## src/rtl/exu_redirect_if.sv

```systemverilog
`default_nettype none
// ============================================================================
// Module      : exu_redirect_if
// Description : Redirect handshake bundle between the EXU redirect sequencer
//               and the IFU PC mux (valid/ready with target and source tag).
// Revision    : 1.0 - initial release
// ============================================================================
interface exu_redirect_if #(
  parameter int ADDR_W = 32
);
  logic              valid;
  logic              ready;
  logic [ADDR_W-1:0] addr;
  logic [1:0]        src;

  // Redirect producer (EXU side)
  modport master (
    output valid,
    output addr,
    output src,
    input  ready
  );

  // Redirect consumer (IFU side)
  modport slave (
    input  valid,
    input  addr,
    input  src,
    output ready
  );
endinterface
`default_nettype wire

```

## src/rtl/exu_redirect_ctrl.sv

```systemverilog
`default_nettype none
// ============================================================================
// Module      : exu_redirect_ctrl
// Description : Arbitrates BRU / FENCE / interrupt redirects, holds the winning
//               target until the IFU accepts it, pulses a pipeline flush and
//               keeps a kill window open so wrong-path results are squashed.
// Revision    : 1.0 - initial release
// ============================================================================
module exu_redirect_ctrl #(
  parameter int ADDR_W       = 32,
  parameter int FLUSH_CYCLES = 2,
  parameter int CNT_W        = 3
) (
  input  wire logic              clk,
  input  wire logic              rst_n,
  input  wire logic              bru_jump_flag_i,
  input  wire logic [ADDR_W-1:0] bru_jump_addr_i,
  input  wire logic              fence_req_i,
  input  wire logic [ADDR_W-1:0] fence_addr_i,
  input  wire logic              int_assert_i,
  input  wire logic [ADDR_W-1:0] int_addr_i,
  exu_redirect_if.master         redir,
  output logic                   flush_o,
  output logic                   kill_o,
  output logic                   busy_o,
  output logic                   int_ack_o
);

  typedef enum logic [1:0] {
    S_IDLE  = 2'd0,
    S_REDIR = 2'd1,
    S_FLUSH = 2'd2
  } state_t;

  localparam logic [1:0] c_src_none  = 2'd0;
  localparam logic [1:0] c_src_bru   = 2'd1;
  localparam logic [1:0] c_src_fence = 2'd2;
  localparam logic [1:0] c_src_int   = 2'd3;

  // Instruction targets are at least halfword aligned; bit 0 is always cleared.
  localparam logic [ADDR_W-1:0] c_addr_mask = {{(ADDR_W-1){1'b1}}, 1'b0};
  localparam logic [CNT_W-1:0]  c_cnt_init  =
      CNT_W'((FLUSH_CYCLES > 0) ? (FLUSH_CYCLES - 1) : 0);

  state_t            state_q, state_d;
  logic [ADDR_W-1:0] addr_q, addr_d;
  logic [1:0]        src_q, src_d;
  logic [CNT_W-1:0]  cnt_q, cnt_d;
  logic              valid_q, valid_d;
  logic              flush_q, flush_d;
  logic              kill_q, kill_d;
  logic              busy_q, busy_d;
  logic              int_ack_q, int_ack_d;

  logic w_int_req;
  logic w_hs;

  // The interrupt source still holds its level during the ack cycle, so mask
  // it there to avoid taking the same interrupt twice.
  assign w_int_req = int_assert_i & ~int_ack_q;
  assign w_hs      = valid_q & redir.ready;

  // Next-state and registered-output computation
  always_comb begin
    state_d   = state_q;
    addr_d    = addr_q;
    src_d     = src_q;
    cnt_d     = cnt_q;
    flush_d   = 1'b0;
    int_ack_d = 1'b0;

    case (state_q)
      S_IDLE: begin
        if (w_int_req) begin
          state_d = S_REDIR;
          addr_d  = int_addr_i & c_addr_mask;
          src_d   = c_src_int;
          flush_d = 1'b1;
        end else if (bru_jump_flag_i) begin
          state_d = S_REDIR;
          addr_d  = bru_jump_addr_i & c_addr_mask;
          src_d   = c_src_bru;
          flush_d = 1'b1;
        end else if (fence_req_i) begin
          state_d = S_REDIR;
          addr_d  = fence_addr_i & c_addr_mask;
          src_d   = c_src_fence;
          flush_d = 1'b1;
        end
      end

      S_REDIR: begin
        if (w_hs) begin
          if (src_q == c_src_int) begin
            int_ack_d = 1'b1;
          end
          if (w_int_req && (src_q != c_src_int)) begin
            // Interrupt collided with a non-INT acceptance: redirect again.
            addr_d  = int_addr_i & c_addr_mask;
            src_d   = c_src_int;
            flush_d = 1'b1;
          end else if (FLUSH_CYCLES == 0) begin
            state_d = S_IDLE;
            src_d   = c_src_none;
          end else begin
            state_d = S_FLUSH;
            src_d   = c_src_none;
            cnt_d   = c_cnt_init;
          end
        end else if (w_int_req && (src_q != c_src_int)) begin
          // Interrupt preempts a not-yet-accepted BRU/FENCE redirect.
          addr_d  = int_addr_i & c_addr_mask;
          src_d   = c_src_int;
          flush_d = 1'b1;
        end
      end

      S_FLUSH: begin
        if (w_int_req) begin
          state_d = S_REDIR;
          addr_d  = int_addr_i & c_addr_mask;
          src_d   = c_src_int;
          flush_d = 1'b1;
        end else if (cnt_q == '0) begin
          state_d = S_IDLE;
        end else begin
          cnt_d = cnt_q - 1'b1;
        end
      end

      default: begin
        state_d = S_IDLE;
        src_d   = c_src_none;
      end
    endcase

    valid_d = (state_d == S_REDIR);
    kill_d  = (state_d != S_IDLE);
    busy_d  = (state_d != S_IDLE);
  end

  // State and output registers; reset drops any pending redirect
  always_ff @(posedge clk or negedge rst_n) begin
    if (!rst_n) begin
      state_q   <= S_IDLE;
      addr_q    <= '0;
      src_q     <= c_src_none;
      cnt_q     <= '0;
      valid_q   <= 1'b0;
      flush_q   <= 1'b0;
      kill_q    <= 1'b0;
      busy_q    <= 1'b0;
      int_ack_q <= 1'b0;
    end else begin
      state_q   <= state_d;
      addr_q    <= addr_d;
      src_q     <= src_d;
      cnt_q     <= cnt_d;
      valid_q   <= valid_d;
      flush_q   <= flush_d;
      kill_q    <= kill_d;
      busy_q    <= busy_d;
      int_ack_q <= int_ack_d;
    end
  end

  assign redir.valid = valid_q;
  assign redir.addr  = addr_q;
  assign redir.src   = src_q;
  assign flush_o     = flush_q;
  assign kill_o      = kill_q;
  assign busy_o      = busy_q;
  assign int_ack_o   = int_ack_q;

endmodule
`default_nettype wire

```

## src/flat_wrapper.sv

```systemverilog
// flat-port wrapper written by rule: the top's interface ports become plain ports
module exu_redirect_ctrl_flat 
#(
  parameter int ADDR_W       = 32,
  parameter int FLUSH_CYCLES = 2,
  parameter int CNT_W        = 3
)
  (clk, rst_n, bru_jump_flag_i, bru_jump_addr_i, fence_req_i, fence_addr_i, int_assert_i, int_addr_i, flush_o, kill_o, busy_o, int_ack_o, redir_valid, redir_addr, redir_src, redir_ready);
  exu_redirect_if #(.ADDR_W(ADDR_W)) redir_i ();
  input  wire logic clk;
  input  wire logic rst_n;
  input  wire logic bru_jump_flag_i;
  input  wire logic [ADDR_W-1:0] bru_jump_addr_i;
  input  wire logic fence_req_i;
  input  wire logic [ADDR_W-1:0] fence_addr_i;
  input  wire logic int_assert_i;
  input  wire logic [ADDR_W-1:0] int_addr_i;
  output logic flush_o;
  output logic kill_o;
  output logic busy_o;
  output logic int_ack_o;
  output wire logic [$bits(redir_i.valid)-1:0] redir_valid;
  output wire logic [$bits(redir_i.addr)-1:0] redir_addr;
  output wire logic [$bits(redir_i.src)-1:0] redir_src;
  input wire logic [$bits(redir_i.ready)-1:0] redir_ready;
  assign redir_valid = redir_i.valid;
  assign redir_addr = redir_i.addr;
  assign redir_src = redir_i.src;
  assign redir_i.ready = redir_ready;
  exu_redirect_ctrl #(.ADDR_W(ADDR_W), .FLUSH_CYCLES(FLUSH_CYCLES), .CNT_W(CNT_W)) u_core (.clk(clk), .rst_n(rst_n), .bru_jump_flag_i(bru_jump_flag_i), .bru_jump_addr_i(bru_jump_addr_i), .fence_req_i(fence_req_i), .fence_addr_i(fence_addr_i), .int_assert_i(int_assert_i), .int_addr_i(int_addr_i), .redir(redir_i), .flush_o(flush_o), .kill_o(kill_o), .busy_o(busy_o), .int_ack_o(int_ack_o));
endmodule
```

## config.mk

```make
export PLATFORM = sky130hd
export DESIGN_NAME = exu_redirect_ctrl_flat
export DESIGN_NICKNAME = d
export VERILOG_FILES = /design/src/rtl/exu_redirect_if.sv /design/src/rtl/exu_redirect_ctrl.sv /design/src/flat_wrapper.sv
export SDC_FILE = /design/constraint.sdc
export NUM_CORES = 1
export LEC_CHECK = 0
export BUFFER_PORTS_ARGS = -buffer_cell sky130_fd_sc_hd__buf_2
export CORE_UTILIZATION = 30
export CTS_BUF_LIST = sky130_fd_sc_hd__clkbuf_8
export DETAILED_ROUTE_END_ITERATION = 8
export PLACE_DENSITY = 0.54
export SLEW_MARGIN = 20
export SYNTH_ARGS = -nofsm -noshare
export SYNTH_HDL_FRONTEND = slang
export SYNTH_SLANG_ARGS = --single-unit
```

## constraint.sdc

```tcl
create_clock -name clk -period 2.46 [get_ports clk]
set_input_delay 0.123 -clock clk [delete_from_list [all_inputs] [get_ports clk]]
set_output_delay 0.123 -clock clk [all_outputs]
set_load 0.01 [all_outputs]
```

==> impl_metrics.py, run 1 <==
metrics = {
    "clock_tree": {
        "clockBufferDepth": 2,
        "clk_latency_ns": 0.28,
        "cts_tree": "done",
        "numCtsBuffers": 5,
        "cts_sinks": 42,
        "path_clk_slew_ns": 0.08,
        "htree_levels": 2,
        "cts_setup_buffers": 0,
        "clock-root-buffer": "clkbuf_8",
    },
    "grt": {
        "grt_busiest_layer": "met2",
        "grtUsageMet1_pct": 15.8,
        "use_met3_pct": 2.84,
        "grt_pass1_vias": 2014,
        "use_met2_pct": 21.6,
        "grt.overflow.total": 0,
        "grt_max_degree": 43,
        "antenna_found_initial": 0,
        "grt.total_usage_pct": 12.7,
        "grt_pass1_wl_mm": 9.04,
    },
    "worst_setup_path": {
        "worstSetupEndpointType": "flip-flop",
        "worstPathArrival_ns": 2.19,
        "crit_type": "flip-flop to flip-flop",
        "crit_required_ns": 2.63,
        "crit_path_start_kind": "flip-flop",
        "critPathMaxFanout": 17,
    },
    "final_layout": {
        "finalCoreUtilization_pct": 41.4,
        "seq_area_mm2": 0.00105,
        "final_common_cell": "buf_2",
        "multi_input_area_mm2": 0.00141,
        "area_growth_pct": 31.0,
        "fin_nets": 517,
        "layout-drive-gt1-share_pct": 47.4,
        "final_cell_mix": "buf_2 (135), nand2_1 (68), dfrtp_1 (42), o21ai_0 (35), o21ai_2 (34)",
        "n_antenna_cell": 0,
        "fillers": 863,
    },
    "hold_path": {
        "hold_path_class": "primary input to flip-flop",
    },
    "pwr": {
        "ir_drop_v": 0.000386,
        "p_int_mw": 2.24,
        "clkPwrFrac_pct": 11.2,
        "p_comb_share_pct": 58.2,
        "pwr-share-seq_pct": 30.6,
        "leakagePower_nw": 1.74,
        "power.switching_mw": 1.73,
        "p_sw_share_pct": 43.5,
        "cellPowerDensity_mw_per_mm2": 1150,
    },
    "yosys": {
        "netlist_instances": 278,
        "synth_area_leader_cell": "dfrtp_1",
        "avgSynthCellArea_um2": 9.47,
        "ys_types": 36,
        "yosysSeqAreaShare_pct": 39.9,
        "synth.area.top_cells": "dfrtp_1 (40%), mux2i_1 (12%), o21ai_2 (11%)",
        "ys_warn_count": 0,
        "syn-num-nets": 387,
        "syn_area_mm2": 0.00263,
        "synth_ff_type": "dfrtp_1",
        "netlist.area_leader.share_pct": 39.9,
        "ys_async_sr_fraction_pct": 100,
        "synth_edf_count": 0,
        "ys_seq_elements": 42,
    },
    "detailed_routing": {
        "ant_nets": 0,
        "drt-vias-per-instance": 4.42,
        "vias": 2270,
        "wl_mm": 5.79,
        "post_drt_wl_per_cell_um": 11.3,
        "drc": 0,
        "drt_iter0_drc": 36,
        "drtPass1Iterations": 4,
    },
    "job": {
        "drv_cap": 0,
    },
    "placement": {
        "io_buffers": 136,
        "gp_congestion": 0.765,
        "hpwl_mm": 4.57,
    },
    "sta": {
        "clock.fmax_mhz": 496,
        "worstMarginPinSlew_ns": 0.540,
        "rsz0062_at_grt": "no",
        "min_period_over_period_pct": 82.0,
        "layout_min_cycle_time_ns": 2.02,
        "drv_slew": 0,
        "relSlewSlack_pct": 64.0,
        "fin_tns_setup_ns": 0,
        "fin_worst_skew_ns": 0.00547,
        "setup_viol": 0,
        "finalHoldViolCount": 0,
    },
    "floorplan": {
        "core_area_mm2": 0.00834,
        "die-area_mm2": 0.00916,
        "die_w_um": 95.7,
        "rows": 33,
        "initial_core_util_pct": 31.6,
        "ios": 141,
        "dieHeight_um": 95.7,
    },
    "run_status": {
        "status": "finished, final reports clean",
    },
}
==> worst max-delay path, stage by stage, from the launching register on <==
cell and delay, ns:
dfrtp_1 0.43, inv_1 0.08, ha_1 0.27, nor3b_2 0.19
o21ai_2 0.23, nand3b_4 0.25, buf_4 0.29, nand2_1 0.09
o21ai_2 0.05
==> cell families (layout without fill, tap and decap cells) <==
| logic type | after synthesis | count (layout) | share of synthesized area (%) |
|---|---|---|---|
| multiplexers | 33 | 33 | 12.7 |
| flip-flops | 42 | 42 | 39.9 |
| AO/OA/AOI/OAI | 81 | 81 | 21.2 |
| AND/OR/NAND/NOR | 88 | 88 | 16.0 |
| buffers and inverters | 26 | 157 | 6.70 |
| adder cells (fa/ha/maj) | 7 | 7 | 3.33 |
| other | 1 | 1 | 0.142 |
==> flip-flops by register name (all words and copies together), names as in the netlist <==
| name | count |
|---|---|
| u_core.cnt_q | 3 |
| u_core.kill_o | 1 |
| u_core.redir.addr | 31 |
| u_core.flush_o | 1 |
| u_core.redir.valid | 1 |
| u_core.int_ack_o | 1 |
| u_core.redir.src | 2 |
| u_core.state_q | 2 |
==> what timing repair did <==
action,4_1_cts,5_1_grt
endpoints found under the hold margin,0,42
hold buffers,0,1
resized for setup,0,0
==> routing by layer <==
layer / vias to the layer above / part of all wire [%]
li1: 1215 / -
met1: 968 / 44
met2: 85 / 49
met3: 2 / 6.0
met4: 0 / 0.81
met5: - / 0
==> path summary, 6_finish.rpt <==
| kind | start | end | slack [ns] | cells after the start |
|---|---|---|---|---|
| setup / recovery | u_core.state_q[0] | u_core.redir.addr[9] | 0.44 | 8 |
| hold / removal | int_addr_i[11] | u_core.redir.addr[11] | 0.14 | 3 |
| setup reg to reg | u_core.state_q[0] | u_core.redir.addr[9] | 0.44 | 8 |
| hold reg to reg | u_core.redir.addr[30] | u_core.redir.addr[30] | 0.47 | 2 |
| max in group asynchronous | rst_n | u_core.redir.addr[16] | 1.71 | 2 |
| min in group asynchronous | rst_n | u_core.redir.addr[30] | 0.38 | 2 |
==> power by group through the flow <==
stage	combinational [mW]	clock (mW)	sequential [mW]
6_report	2.31	0.443	1.21
2_1_floorplan	1.63	0	1.37
3_5_place_dp	2.36	0	1.23
3_3_place_gp	2.33	0	1.21
4_1_cts	2.37	0.478	1.22
5_1_grt	2.60	0.501	1.25
==> cells in the mapped netlist, types with 2 or more instances <==
master / n
o21ai_0: 35
dfrtp_1: 42
buf_2: 3
o21ai_2: 34
nand2_1: 68
a211oi_1: 2
buf_6: 7
a21o_1: 2
ha_1: 7
a21oi_1: 3
mux2i_1: 32
inv_1: 7
nor2_2: 3
buf_4: 6
clkbuf_1: 3
nor2_1: 2
nand2b_1: 3
==> per-stage QoR <==
| step | hold slack (ns) | total power [mW] | area, um2 | setup WS (ns) | cells |
|---|---|---|---|---|---|
| 2_1_floorplan | -0.173 | 3.00 | 2630 | 0.827 | 278 |
| 3_3_place_gp | 0.337 | 3.54 | 3350 | 0.459 | 505 |
| 3_5_place_dp | 0.335 | 3.59 | 3350 | 0.442 | 505 |
| 4_1_cts | 0.0130 | 4.06 | 3440 | 0.427 | 513 |
| 5_1_grt | 0.133 | 4.36 | 3450 | 0.243 | 514 |
| 6_report | 0.143 | 3.97 | 3450 | 0.444 | 514 |
==> final cells by class <==
class / instances / share of cell area, %
inverter: 7 / 0.762
clock buffer: 6 / 2.39
multi-input combinational: 210 / 40.8
tap: 105 / 3.81
timing repair buffer: 142 / 21.5
clock inverter: 2 / 0.254
sequential: 42 / 30.5
Power figures use the tool's default switching activity.
==> run 2, diff against run 1 <==
==> constraint.sdc (replaced) <==
create_clock -name clk -period 1.9 [get_ports clk]
set_input_delay 0.095 -clock clk [delete_from_list [all_inputs] [get_ports clk]]
set_output_delay 0.095 -clock clk [all_outputs]
set_load 0.01 [all_outputs]
==> run 2 against run 1 <==
Final cell count rose by 2.1%. Largest power group unchanged. Largest cell class unchanged. First-iteration DRC count up 5.6%. Clock-buffer cell count unchanged. Non-clock buffer count is 11 higher. Final area is 3.4% higher. Critical path depth unchanged. Sequential share of layout area decreased by 1.0 points. Register-to-register slack worse by 0.33 ns. Sequential power is 28% higher. Sequential cell count unchanged.
==> impl_metrics.py, run 2 (synthesized netlist as in run 1, its figures left out) <==
metrics = {
    "floorplan": {
        "initial_core_util_pct": 31.6,
        "die-area_mm2": 0.00916,
        "dieHeight_um": 95.7,
        "core_area_mm2": 0.00834,
        "rows": 33,
        "ios": 141,
        "die_w_um": 95.7,
    },
    "grt": {
        "use_met2_pct": 23.9,
        "grtUsageMet1_pct": 16.1,
        "use_met3_pct": 2.21,
        "grt_pass1_wl_mm": 9.59,
        "grt.overflow.total": 0,
        "grt_max_degree": 35,
        "grt_pass1_vias": 2144,
        "grt_busiest_layer": "met2",
        "grt.total_usage_pct": 13.6,
        "antenna_found_initial": 0,
    },
    "placement": {
        "gp_congestion": 0.784,
        "io_buffers": 136,
        "hpwl_mm": 4.80,
    },
    "pwr": {
        "cellPowerDensity_mw_per_mm2": 1520,
        "ir_drop_v": 0.000590,
        "pwr-share-seq_pct": 28.7,
        "p_comb_share_pct": 60.4,
        "p_sw_share_pct": 42.7,
        "clkPwrFrac_pct": 10.9,
        "leakagePower_nw": 1.81,
        "finalPower_mw": 5.41,
        "p_int_mw": 3.10,
        "power.switching_mw": 2.31,
    },
    "detailed_routing": {
        "post_drt_wl_per_cell_um": 11.6,
        "drtPass1Iterations": 4,
        "drt-vias-per-instance": 4.53,
        "wl_mm": 6.07,
        "ant_nets": 0,
        "drc": 0,
        "drt_iter0_drc": 38,
        "vias": 2377,
    },
    "worst_setup_path": {
        "crit_path_start_kind": "flip-flop",
        "cp_common_cell": "o21ai_2",
        "crit_type": "flip-flop to flip-flop",
        "critPathMaxFanout": 4,
        "crit_required_ns": 2.14,
        "cp_cell_sequence": "inv_1 > ha_1 > nor3b_2 > o21ai_2 > buf_4 > o21ai_2 > a311oi_1 > a21o_1",
        "slowest_delay_ns": 0.41,
        "critPathSlowestCell": "dfrtp_1",
        "rr_startpoint": "u_core.state_q[1]",
        "worstSetupEndpointType": "flip-flop",
        "worstPathArrival_ns": 2.02,
        "cp-startpoint": "u_core.state_q[1]",
    },
    "final_layout": {
        "layout-drive-gt1-share_pct": 48.8,
        "area_growth_pct": 35.4,
        "final_cell_mix": "buf_2 (136), nand2_1 (68), dfrtp_1 (42), o21ai_0 (35), o21ai_2 (34)",
        "final_common_cell": "buf_2",
        "n_antenna_cell": 0,
        "largest_reg_flops": 31,
        "fin_nets": 528,
    },
    "sta": {
        "drv_slew": 0,
        "min_period_over_period_pct": 94.0,
        "layout_min_cycle_time_ns": 1.79,
        "clock.fmax_mhz": 560,
        "rsz0062_at_grt": "no",
        "setup_viol": 0,
        "finalHoldViolCount": 0,
        "fin_tns_setup_ns": 0,
        "fin_hold_ws_ns": 0.104,
        "fin_worst_skew_ns": 0.00936,
    },
    "clock_tree": {
        "htree_levels": 2,
        "clock-root-buffer": "clkbuf_8",
        "path_clk_slew_ns": 0.08,
        "cts_tree": "done",
        "postCtsResizedCells": 0,
        "numCtsBuffers": 5,
        "clk_latency_ns": 0.29,
        "clockBufferDepth": 2,
        "cts_sinks": 42,
    },
    "hold_path": {
        "hold_path_class": "primary input to flip-flop",
        "hold_start": "int_addr_i[27]",
    },
    "job": {
        "drv_cap": 0,
    },
    "run_status": {
        "status": "finished, final reports clean",
    },
}
==> run 2: cell types whose count changed in the layout (fill, tap and decap cells not counted), sizes merged <==
cell,delta
buf,+11
==> run 2: power groups by stage <==
stage	registers, mW	clock network [mW]	logic, mW
floorplan	1.78	0	2.11
global placement	1.56	0	3.15
detailed placement	1.58	0	3.21
CTS	1.56	0.619	3.22
global route	1.61	0.649	3.64
finish	1.55	0.590	3.27
==> run 2: final timing paths <==
path / endpoint / slack (ns) / cells past startpoint
min in group asynchronous: u_core.redir.addr[30] / 0.28 / 2
worst max-delay path: u_core.redir.src[0] / 0.11 / 8
max in group asynchronous: u_core.redir.addr[19] / 1.03 / 3
worst min-delay path: u_core.redir.addr[27] / 0.10 / 3
worst max register to register: u_core.redir.src[0] / 0.11 / 8
worst min register to register: u_core.redir.addr[16] / 0.47 / 2
==> run 2: routing by layer <==
layer,vias to the layer above,share of wire (%)
li1,1242,-
met1,1037,43
met2,91,48
met3,7,7.0
met4,0,1.6
met5,-,0
==> run 2: critical path: cells and delay by family, from the launching register on <==
| kind | cells | cell delay, ns |
|---|---|---|
| adder cells (fa/ha/maj) | 1 | 0.20 |
| AND/OR/NAND/NOR | 1 | 0.17 |
| buffers and inverters | 2 | 0.25 |
| AO/OA/AOI/OAI | 4 | 0.70 |
| flip-flops | 1 | 0.41 |
==> run 2: timing repair <==
item,in CTS,in global routing
hold endpoints to repair,16,0
hold buffers,1,0
buffers inserted,0,6
endpoints found under the setup margin,0,26
==> run 2: metrics by stage <==
stage / instance area, um2 / worst slack (ns) / cells / utilization [%]
final: 3570 / 0.115 / 525 / 42.8
after detailed placement: 3420 / 0.116 / 510 / 41.0
after global routing: 3570 / 0.0309 / 525 / 42.8
after CTS: 3520 / 0.0956 / 519 / 42.2
after global placement: 3420 / 0.149 / 510 / 41.0
after floorplan: 2630 / 0.267 / 278 / -
==> run 2: cell type report <==
| class | instances | area (um2) |
|---|---|---|
| clock buffer | 6 | 82.6 |
| inverter | 7 | 26.3 |
| tap | 105 | 131 |
| multi-input combinational | 210 | 1410 |
| clock inverter | 2 | 8.76 |
| fill | 881 | 4770 |
| timing repair buffer | 153 | 861 |
| sequential | 42 | 1050 |
==> run 3, diff against run 2 <==
--- a/config.mk
+++ b/config.mk
@@ -9,7 +9,7 @@
 export CORE_UTILIZATION = 30
 export CTS_BUF_LIST = sky130_fd_sc_hd__clkbuf_8
 export DETAILED_ROUTE_END_ITERATION = 8
-export PLACE_DENSITY = 0.54
+export PLACE_DENSITY = 0.65
 export SLEW_MARGIN = 20
 export SYNTH_ARGS = -nofsm -noshare
 export SYNTH_HDL_FRONTEND = slang
==> run 3 against run 2 <==
Largest power group unchanged. Sequential power is essentially flat. Critical path type unchanged. Power fell by 1.5%. Worst setup slack better by 0.094 ns. Core utilization shrank 0.62 points. Maximum frequency grew 5.6%.
==> impl_metrics.py, run 3 (synthesized netlist as in run 1, its figures left out) <==
metrics = {
    "run_status": {
        "status": "finished, final reports clean",
    },
    "grt": {
        "antenna_found_initial": 0,
        "grt_pass1_vias": 2149,
        "grt_max_degree": 43,
        "grt_pass1_wl_mm": 9.59,
        "grt.total_usage_pct": 13.5,
        "grt.overflow.total": 0,
    },
    "pwr": {
        "leakagePower_nw": 1.78,
        "finalPower_mw": 5.33,
        "cellPowerDensity_mw_per_mm2": 1520,
        "ir_drop_v": 0.000605,
    },
    "detailed_routing": {
        "drt_iter0_drc": 39,
        "drc": 0,
        "wl_mm": 5.93,
        "vias": 2376,
        "ant_nets": 0,
        "drt-vias-per-instance": 4.58,
        "drtPass1Iterations": 4,
        "post_drt_wl_per_cell_um": 11.4,
    },
    "clock_tree": {
        "cts_setup_buffers": 0,
        "htree_levels": 2,
        "cts_tree": "done",
        "clockBufferDepth": 2,
        "path_clk_slew_ns": 0.08,
        "clock-root-buffer": "clkbuf_8",
        "numCtsBuffers": 5,
        "clk_latency_ns": 0.29,
        "cts_sinks": 42,
    },
    "placement": {
        "gp_congestion": 0.776,
        "hpwl_mm": 4.67,
        "io_buffers": 136,
    },
    "sta": {
        "layout_min_cycle_time_ns": 1.69,
        "fin_hold_ws_ns": 0.100,
        "drv_slew": 0,
        "relSlewSlack_pct": 63.3,
        "finalHoldViolCount": 0,
        "clock.fmax_mhz": 591,
        "setup_viol": 0,
        "fin_tns_setup_ns": 0,
        "min_period_over_period_pct": 89.0,
        "rsz0062_at_grt": "no",
        "worstMarginPinSlew_ns": 0.551,
        "fin_worst_skew_ns": 0.0100,
    },
    "final_layout": {
        "fillers": 841,
        "n_antenna_cell": 0,
        "fin_nets": 522,
        "multi_input_area_mm2": 0.00141,
        "largest_reg_flops": 31,
        "final_cell_mix": "buf_2 (136), nand2_1 (68), dfrtp_1 (42), o21ai_0 (35), o21ai_2 (34)",
        "final_common_cell": "buf_2",
        "seq_area_mm2": 0.00105,
        "layout-drive-gt1-share_pct": 47.8,
        "area_growth_pct": 33.5,
    },
    "worst_setup_path": {
        "worstSetupEndpointType": "flip-flop",
        "crit_required_ns": 2.08,
        "crit_type": "flip-flop to flip-flop",
        "critPathMaxFanout": 38,
        "worstPathArrival_ns": 1.87,
        "crit_path_start_kind": "flip-flop",
    },
    "floorplan": {
        "initial_core_util_pct": 31.6,
        "core_area_mm2": 0.00834,
        "die-area_mm2": 0.00916,
        "die_w_um": 95.7,
        "rows": 33,
        "dieHeight_um": 95.7,
        "ios": 141,
    },
    "job": {
        "drv_cap": 0,
    },
    "hold_path": {
        "hold_path_class": "primary input to flip-flop",
    },
}
## run 3: changes by cell type in the layout (fill, tap and decap cells not counted)
cell / before / now
buf_4: 12 / 7
buf_12: 4 / 2
clkinv_2: 1 / 0
bufinv_16: 0 / 1
clkbuf_8: 6 / 5
buf_6: 0 / 1
inv_1: 8 / 9
## run 3: path summary, 6_finish.rpt
check                                     start                     to  slack, ns  depth (start not counted)
max in group asynchronous                 rst_n        u_core.cnt_q[1]       1.11                          3
max reg2reg                   u_core.state_q[1]   u_core.redir.addr[5]       0.21                          8
min reg2reg                u_core.redir.addr[8]   u_core.redir.addr[8]       0.47                          2
max                           u_core.state_q[1]   u_core.redir.addr[5]       0.21                          8
min in group asynchronous                 rst_n    u_core.redir.src[1]       0.39                          3
min                              int_addr_i[29]  u_core.redir.addr[29]       0.10                          3
## run 3: through the flow
step                utilization, %  instances  worst slack (ns)  cell area, um2
floorplan                        -        278             0.267            2630
global placement              40.7        510             0.219            3400
detailed placement            40.7        510             0.155            3400
CTS                           42.1        519             0.139            3510
global route                  42.2        519            0.0652            3520
finish                        42.2        519             0.209            3520
## run 3: power by group
part / total (mW) / internal (mW) / switching (mW)
logic: 3.09 / 1.34 / 1.75
registers: 1.56 / 1.35 / 0.211
clock network: 0.681 / 0.383 / 0.298
total: 5.33 / 3.07 / 2.26
## run 3: final cells by class
cell class	instances	area share [%]
Timing Repair Buffer	147	22.6
Sequential cell	42	29.9
Clock buffer	5	1.96
Inverter	7	0.747
Clock inverter	3	1.07
Tap cell	105	3.74
Multi-Input combinational cell	210	40.0
## run 3: per-layer routing
layer  routed length [um]  vias to the layer above  GRT usage (%)
li1                     -                     1224              -
met1                 2630                     1058           16.8
met2                 2800                       88           23.1
met3                  407                        6           3.16
met4                   85                        0           4.35
met5                    0                        -              0
## run 3: what timing repair did
| action | in CTS | in global routing |
|---|---|---|
| setup endpoints to repair | 0 | 2 |
| endpoints found under the hold margin | 42 | 0 |
| hold buffers | 1 | 0 |
| gates resized for setup | 0 | 1 |
## run 3: critical path, cell delays in order (launching register included)
cell and delay (ns):
dfrtp_1 0.41, inv_1 0.10, ha_1 0.20, nor3b_2 0.17, o21ai_2 0.21, nand3b_4 0.12
buf_12 0.19, nand2_1 0.11, o21ai_2 0.05
